`src/rtl/lsu_cpx_ldret_q_if.sv`:
```
// Bundle of the CPX load-return, PCX issue and fill-stage signals of the LMQ return queue.
// The slave modport is the queue's view; the master modport is the view of whatever drives it.
interface lsu_cpx_ldret_q_if #(
  parameter int NTHR   = 4,
  parameter int TID_W  = 2,
  parameter int DATA_W = 128
);
  logic              ld_pcx_issue_vld;
  logic [TID_W-1:0]  ld_pcx_issue_tid;
  logic              cpx_vld;
  logic [3:0]        cpx_rtntyp;
  logic [TID_W-1:0]  cpx_tid;
  logic [1:0]        cpx_err;
  logic [DATA_W-1:0] cpx_data;
  logic              fill_vld;
  logic [TID_W-1:0]  fill_tid;
  logic [1:0]        fill_err;
  logic [DATA_W-1:0] fill_data;
  logic              fill_ack;
  logic [NTHR-1:0]   ld_done;
  logic [NTHR-1:0]   ld_pend;
  logic              ldq_afull;
  logic              err_unexp;
  logic              err_ovfl;

  modport slave (
    input  ld_pcx_issue_vld, ld_pcx_issue_tid,
    input  cpx_vld, cpx_rtntyp, cpx_tid, cpx_err, cpx_data,
    input  fill_ack,
    output fill_vld, fill_tid, fill_err, fill_data,
    output ld_done, ld_pend, ldq_afull, err_unexp, err_ovfl
  );

  modport master (
    output ld_pcx_issue_vld, ld_pcx_issue_tid,
    output cpx_vld, cpx_rtntyp, cpx_tid, cpx_err, cpx_data,
    output fill_ack,
    input  fill_vld, fill_tid, fill_err, fill_data,
    input  ld_done, ld_pend, ldq_afull, err_unexp, err_ovfl
  );
endinterface

```
`src/rtl/lsu_cpx_ldret_q.sv`:
```
// Load-return queue: qualifies CPX load returns against per-thread pending flags,
// buffers accepted returns in a small FIFO and releases LMQ entries as the fill stage consumes them.
module lsu_cpx_ldret_q #(
  parameter int          NTHR   = 4,
  parameter int          TID_W  = 2,
  parameter int          DATA_W = 128,
  parameter int          DEPTH  = 4,
  parameter logic [3:0]  LD_RTN = 4'h0
) (
  input  logic              clk,
  input  logic              rst,
  lsu_cpx_ldret_q_if.slave  bus
);

  localparam int PTR_W = (DEPTH > 1) ? $clog2(DEPTH) : 1;
  localparam int CNT_W = $clog2(DEPTH + 1);
  localparam int ENT_W = TID_W + 2 + DATA_W;

  logic [PTR_W-1:0] wr_ptr_q, wr_ptr_d;
  logic [PTR_W-1:0] rd_ptr_q, rd_ptr_d;
  logic [CNT_W-1:0] count_q, count_d;
  logic [NTHR-1:0]  pend_q, pend_d;
  logic [NTHR-1:0]  done_q, done_d;
  logic             afull_q;
  logic             unexp_q, unexp_d;
  logic             ovfl_q, ovfl_d;

  logic [ENT_W-1:0] mem_q [DEPTH];
  logic [ENT_W-1:0] head;
  logic [TID_W-1:0] head_tid;

  logic ret, pend_hit, fill_vld, pop, full_eff, push;

  assign ret      = bus.cpx_vld & (bus.cpx_rtntyp == LD_RTN);
  assign pend_hit = pend_q[bus.cpx_tid];
  assign fill_vld = (count_q != '0);
  assign pop      = fill_vld & bus.fill_ack;
  // A pop in the same cycle frees the slot, so a full FIFO still accepts.
  assign full_eff = (count_q == CNT_W'(DEPTH)) & ~pop;
  assign push     = ret & pend_hit & ~full_eff;
  assign head     = mem_q[rd_ptr_q];
  assign head_tid = head[ENT_W-1 -: TID_W];

  // New issue has priority over the clear from an accepted return on the same thread.
  generate
    for (genvar gi = 0; gi < NTHR; gi++) begin : g_thr
      assign pend_d[gi] = (bus.ld_pcx_issue_vld & (bus.ld_pcx_issue_tid == TID_W'(gi)))
                        | (pend_q[gi] & ~(push & (bus.cpx_tid == TID_W'(gi))));
      assign done_d[gi] = pop & (head_tid == TID_W'(gi));
    end
  endgenerate

  always_comb begin
    count_d  = count_q;
    wr_ptr_d = wr_ptr_q;
    rd_ptr_d = rd_ptr_q;
    if (push & ~pop) begin
      count_d = count_q + CNT_W'(1);
    end else if (pop & ~push) begin
      count_d = count_q - CNT_W'(1);
    end
    if (push) begin
      wr_ptr_d = wr_ptr_q + PTR_W'(1);
    end
    if (pop) begin
      rd_ptr_d = rd_ptr_q + PTR_W'(1);
    end
    unexp_d = unexp_q | (ret & ~pend_hit);
    ovfl_d  = ovfl_q | (ret & pend_hit & full_eff);
  end

  always_ff @(posedge clk) begin
    if (rst) begin
      wr_ptr_q <= '0;
      rd_ptr_q <= '0;
      count_q  <= '0;
      pend_q   <= '0;
      done_q   <= '0;
      afull_q  <= 1'b0;
      unexp_q  <= 1'b0;
      ovfl_q   <= 1'b0;
    end else begin
      wr_ptr_q <= wr_ptr_d;
      rd_ptr_q <= rd_ptr_d;
      count_q  <= count_d;
      pend_q   <= pend_d;
      done_q   <= done_d;
      afull_q  <= (count_d >= CNT_W'(DEPTH - 1));
      unexp_q  <= unexp_d;
      ovfl_q   <= ovfl_d;
    end
  end

  // Storage is left unreset; count/pointers alone define which entries are live.
  always_ff @(posedge clk) begin
    if (push) begin
      mem_q[wr_ptr_q] <= {bus.cpx_tid, bus.cpx_err, bus.cpx_data};
    end
  end

  assign bus.fill_vld  = fill_vld;
  assign bus.fill_tid  = fill_vld ? head_tid : '0;
  assign bus.fill_err  = fill_vld ? head[DATA_W +: 2] : 2'b00;
  assign bus.fill_data = fill_vld ? head[DATA_W-1:0] : '0;
  assign bus.ld_done   = done_q;
  assign bus.ld_pend   = pend_q;
  assign bus.ldq_afull = afull_q;
  assign bus.err_unexp = unexp_q;
  assign bus.err_ovfl  = ovfl_q;

endmodule

```
`src/flat_wrapper.sv`:
```
// flat-port wrapper written by rule: the top's interface ports become plain ports
module lsu_cpx_ldret_q_flat 
#(
  parameter int          NTHR   = 4,
  parameter int          TID_W  = 2,
  parameter int          DATA_W = 128,
  parameter int          DEPTH  = 4,
  parameter logic [3:0]  LD_RTN = 4'h0
)
  (clk, rst, bus_ld_pcx_issue_vld, bus_ld_pcx_issue_tid, bus_cpx_vld, bus_cpx_rtntyp, bus_cpx_tid, bus_cpx_err, bus_cpx_data, bus_fill_ack, bus_fill_vld, bus_fill_tid, bus_fill_err, bus_fill_data, bus_ld_done, bus_ld_pend, bus_ldq_afull, bus_err_unexp, bus_err_ovfl);
  lsu_cpx_ldret_q_if #(.NTHR(NTHR), .TID_W(TID_W), .DATA_W(DATA_W)) bus_i ();
  input  logic clk;
  input  logic rst;
  input wire logic [$bits(bus_i.ld_pcx_issue_vld)-1:0] bus_ld_pcx_issue_vld;
  input wire logic [$bits(bus_i.ld_pcx_issue_tid)-1:0] bus_ld_pcx_issue_tid;
  input wire logic [$bits(bus_i.cpx_vld)-1:0] bus_cpx_vld;
  input wire logic [$bits(bus_i.cpx_rtntyp)-1:0] bus_cpx_rtntyp;
  input wire logic [$bits(bus_i.cpx_tid)-1:0] bus_cpx_tid;
  input wire logic [$bits(bus_i.cpx_err)-1:0] bus_cpx_err;
  input wire logic [$bits(bus_i.cpx_data)-1:0] bus_cpx_data;
  input wire logic [$bits(bus_i.fill_ack)-1:0] bus_fill_ack;
  output wire logic [$bits(bus_i.fill_vld)-1:0] bus_fill_vld;
  output wire logic [$bits(bus_i.fill_tid)-1:0] bus_fill_tid;
  output wire logic [$bits(bus_i.fill_err)-1:0] bus_fill_err;
  output wire logic [$bits(bus_i.fill_data)-1:0] bus_fill_data;
  output wire logic [$bits(bus_i.ld_done)-1:0] bus_ld_done;
  output wire logic [$bits(bus_i.ld_pend)-1:0] bus_ld_pend;
  output wire logic [$bits(bus_i.ldq_afull)-1:0] bus_ldq_afull;
  output wire logic [$bits(bus_i.err_unexp)-1:0] bus_err_unexp;
  output wire logic [$bits(bus_i.err_ovfl)-1:0] bus_err_ovfl;
  assign bus_i.ld_pcx_issue_vld = bus_ld_pcx_issue_vld;
  assign bus_i.ld_pcx_issue_tid = bus_ld_pcx_issue_tid;
  assign bus_i.cpx_vld = bus_cpx_vld;
  assign bus_i.cpx_rtntyp = bus_cpx_rtntyp;
  assign bus_i.cpx_tid = bus_cpx_tid;
  assign bus_i.cpx_err = bus_cpx_err;
  assign bus_i.cpx_data = bus_cpx_data;
  assign bus_i.fill_ack = bus_fill_ack;
  assign bus_fill_vld = bus_i.fill_vld;
  assign bus_fill_tid = bus_i.fill_tid;
  assign bus_fill_err = bus_i.fill_err;
  assign bus_fill_data = bus_i.fill_data;
  assign bus_ld_done = bus_i.ld_done;
  assign bus_ld_pend = bus_i.ld_pend;
  assign bus_ldq_afull = bus_i.ldq_afull;
  assign bus_err_unexp = bus_i.err_unexp;
  assign bus_err_ovfl = bus_i.err_ovfl;
  lsu_cpx_ldret_q #(.NTHR(NTHR), .TID_W(TID_W), .DATA_W(DATA_W), .DEPTH(DEPTH), .LD_RTN(LD_RTN)) u_core (.clk(clk), .rst(rst), .bus(bus_i));
endmodule
```
`config.mk`:
```
export PLATFORM = sky130hd
export DESIGN_NAME = lsu_cpx_ldret_q_flat
export DESIGN_NICKNAME = d
export VERILOG_FILES = /design/src/rtl/lsu_cpx_ldret_q_if.sv /design/src/rtl/lsu_cpx_ldret_q.sv /design/src/flat_wrapper.sv
export SDC_FILE = /design/constraint.sdc
export NUM_CORES = 1
export LEC_CHECK = 0
export ABC_CLOCK_PERIOD_IN_PS = 6900
export CORE_MARGIN = 2
export CORE_UTILIZATION = 30
export CTS_BUF_LIST = sky130_fd_sc_hd__clkbuf_2 sky130_fd_sc_hd__clkbuf_4 sky130_fd_sc_hd__clkbuf_8
export CTS_CLUSTER_DIAMETER = 120
export DETAILED_ROUTE_END_ITERATION = 10
export GPL_ROUTABILITY_DRIVEN = 0
export PLACE_DENSITY = 0.46
export SYNTH_ARGS = -nofsm -noshare
export SYNTH_HDL_FRONTEND = slang
export SYNTH_SLANG_ARGS = --single-unit
```
`constraint.sdc`:
```
create_clock -name clk -period 6.9 [get_ports clk]
set_input_delay 2.07 -clock clk [delete_from_list [all_inputs] [get_ports clk]]
set_output_delay 2.07 -clock clk [all_outputs]
set_load 0.01 [all_outputs]
```
==> results.md <==
* Area of the mapped netlist at roughly 21000 um2
* Area occupied by registers at approximately 16000 um2
* # DRC at 0
* Port Buf Inserts at 286
* Vias at 10400
* Die Area at roughly 72000 um2
* Vias/cell at around 4.5
* Crit path launch type: flop
* Delay-heaviest family, CP: buffers and inverters
* Worst reg2reg startpoint: u_core.count_q[0]$_SDFF_PP0_
* Sw Ratio at between 20 and 30%
* Routed len/inst at between 20 and 25 um
* # IOs at 287
* H-tree depth at 3
* Hold Crit Start: u_core.bus.err_ovfl$_SDFF_PP0_
* 1st-pass router iterations at 7
* Clk network pwr share at between 20 and 30%
* Dpl cell area at between 20000 and 25000 um2
* VDD IR-drop max at between 200 and 250 uV
* Largest stage delay on the critical path at 860 ps
* Outcome: completed
* Area contributors post-synth: edfxtp_1, mux4_2, and2_1
* Final-report hold violation count at 0
* PwrDens at 359 nW/um2
* Later-pin clock latency in the skew report at between 600 and 700 ps
* Post CTS Setup Buffer Count at 0
* RSZ-0062 raised after global routing: false
* Final Cell Area at between 20000 and 30000 um2
* Critical path's slowest cell: dfxtp_4
* Maximum Capacitance Violations at 0
* Vias in the first global route at approximately 11000
* Clock skew at between 20 and 30 ps
* Initial Util at 30.3%
* Final WL at between 40000 and 50000 um
* CP required at slightly below 5000 ps
* Global-route wire length before repair at 72100 um
* Post-synth net total at ~1100
* Dpl hpwl at about 29000 um
* Comb pwr share at a little over 30%
* Async set-or-reset flop fraction in the synthesized netlist at 0%
* Site row count at 96
* GR Overflow Total at 0
* Post-cts sizing count at 0
* Setup crit end kind: primary output
* Clk root buf: clkbuf_8
* Commonest cells after routing, fill and taps aside: edfxtp_1, clkdlybuf4s50_1, mux4_2
* Slew HR at between 40% and 50%
* Filler cell count at between 6000 and 7000
* Largest net degree at the start of global routing at between 70 and 80
* Pint at 6.86 mW
* Dpl cells at 2133
* Number of library cell types mapped by synthesis at 36
* Multi-input logic area at 4360 um2
* Hold-fix buffers, CTS at 0
* LEAKAGE at approximately 8.3 nW
* Final nets at approximately 1500
* Post-synthesis sequential area ratio at 78.0%
* Total Power at just under 10 mW
* Mean post-synth cell area at between 20 and 25 um2
* Post-synth top area cell: edfxtp_1
* Tcrit/Tclk final at between 70% and 80%
* Finished Core Util at between 30% and 40%
* Core area at 68700 um2
* Yosys warning count at 0
* Layout cells sized above 1 at roughly 23%
* Clock sink count at ~550
* Top cell type's share of synthesized area at between 70% and 80%
* Final setup vio count at 0
* EDFF count, synth at 528
* Most common cell after layout, fill and taps aside: edfxtp_1
* Dpl ws at between 1500 and 2000 ps
* Worst-path maximum fanout at 34
* Slew @ Worst Pin at 886 ps
* Max Fclk at about 0.19 GHz
* Iteration-0 DRC Markers at around 540
* Sequential power share at ~39%
* CTS tree: built
* Crit-path cells: buf_4, mux4_2, and2_1, clkdlybuf4s50_1
* Worst setup margin at approximately 1600 ps
* Area growth syn-to-layout at 28.7%
* Chip height at approximately 270 um
* Slew Limit Fails at 0
* Main synth FF type: edfxtp_1
* Clock-pin slew on the worst setup and hold paths at about 60 ps
* Die span in x at ~270 um
* Syn Inst Count at between 900 and 1000
* CTS Buf Count at 96
* Worst Hold Class: flop to flop
* Worst hold margin at ~470 ps
* Total net switching power at roughly 2.8 mW
* WP buf/inv at 2
* WS Path Type: flop to primary output
* Non-Filler Instances at around 2300
* Total GRT Usage at 13.7%
* Setup TNS at 0 ps
* Worst EP arrival at 3260 ps
* Initial antenna violation count at 9
* CTS max path bufs at 3
* Minimum clock period at 5330 ps
* #FFs+latches synth at about 550
* Post-route ant nets at 0
[worst register-to-register path, cell delays in order (launching register included)]
cell      delay, ps
dfxtp_1         360
inv_1            90
ha_1            280
nand3b_1        150
and4_2          340
and2_4          760
buf_4           450
[cell type report]
cell class              count  area share, %
multi-input cells         342           16.3
inverters                   7         0.0980
well taps                 931           4.35
clock inverters            55           1.33
diodes                      1        0.00934
flip-flops and latches    548           60.7
repair buffers            305           11.8
clock buffers             115           5.49
[Yosys cell counts (all sizes together) (2+ instances only)]
master and instances:
and3 2, mux2 2, edfxtp 528, buf 19, xor2 2, nand3b 3
nand2b 2, nand2 8, a21oi 5, nor2 17, a31oi 2, clkbuf 30
and2 136, inv 7, nand3 3, mux4 133, o21ai 4, dfxtp 20
o31ai 3, and4 2, ha 7
[worst paths after layout]
kind | slack, ps | depth (start not counted) | to
worst max-delay path | 1570 | 4 | bus_fill_data[32]
worst min register to register | 470 | 2 | u_core.bus.err_ovfl$_SDFF_PP0_
worst max register to register | 4140 | 6 | u_core.mem_q[0][82]$_DFFE_PP_
worst min-delay path | 470 | 2 | u_core.bus.err_ovfl$_SDFF_PP0_
[power by group through the flow]
stage / registers (mW) / clock network, mW / logic [mW]
floorplan: 3.75 / 0 / 1.55
global placement: 3.84 / 0 / 3.12
detailed placement: 3.84 / 0 / 3.11
CTS: 3.77 / 2.97 / 3.13
global route: 3.78 / 3.10 / 3.25
finish: 3.76 / 2.86 / 3.01
[metal layers]
layer,wire (um),up-vias,global-route usage [%]
met2,24200,280,22.5
met3,2820,104,3.93
met4,1190,16,4.36
met1,20700,5387,17.5
li1,-,4569,-
met5,100,-,0
[registers in the layout (all words and copies together), names as in the netlist, named ones only]
name / cells
u_core.bus.err_unexp: 1
u_core.bus.ld_done: 4
u_core.bus.ld_pend: 4
u_core.wr_ptr_q: 2
u_core.count_q: 3
u_core.bus.ldq_afull: 1
u_core.mem_q: 528
u_core.rd_ptr_q: 2
u_core.bus.err_ovfl: 1
[kinds of logic after synthesis]
kind of cell / Yosys count / share of synthesized area [%]
AOI/OAI and AO/OA: 18 / 0.607
xor gates and xnor gates: 3 / 0.126
adders and majority gates: 7 / 0.420
buffers and inverters: 56 / 1.10
DFF: 548 / 78.0
muxes: 136 / 14.6
and+or+nand+nor: 178 / 5.15
(Power assumes the default switching activity.)
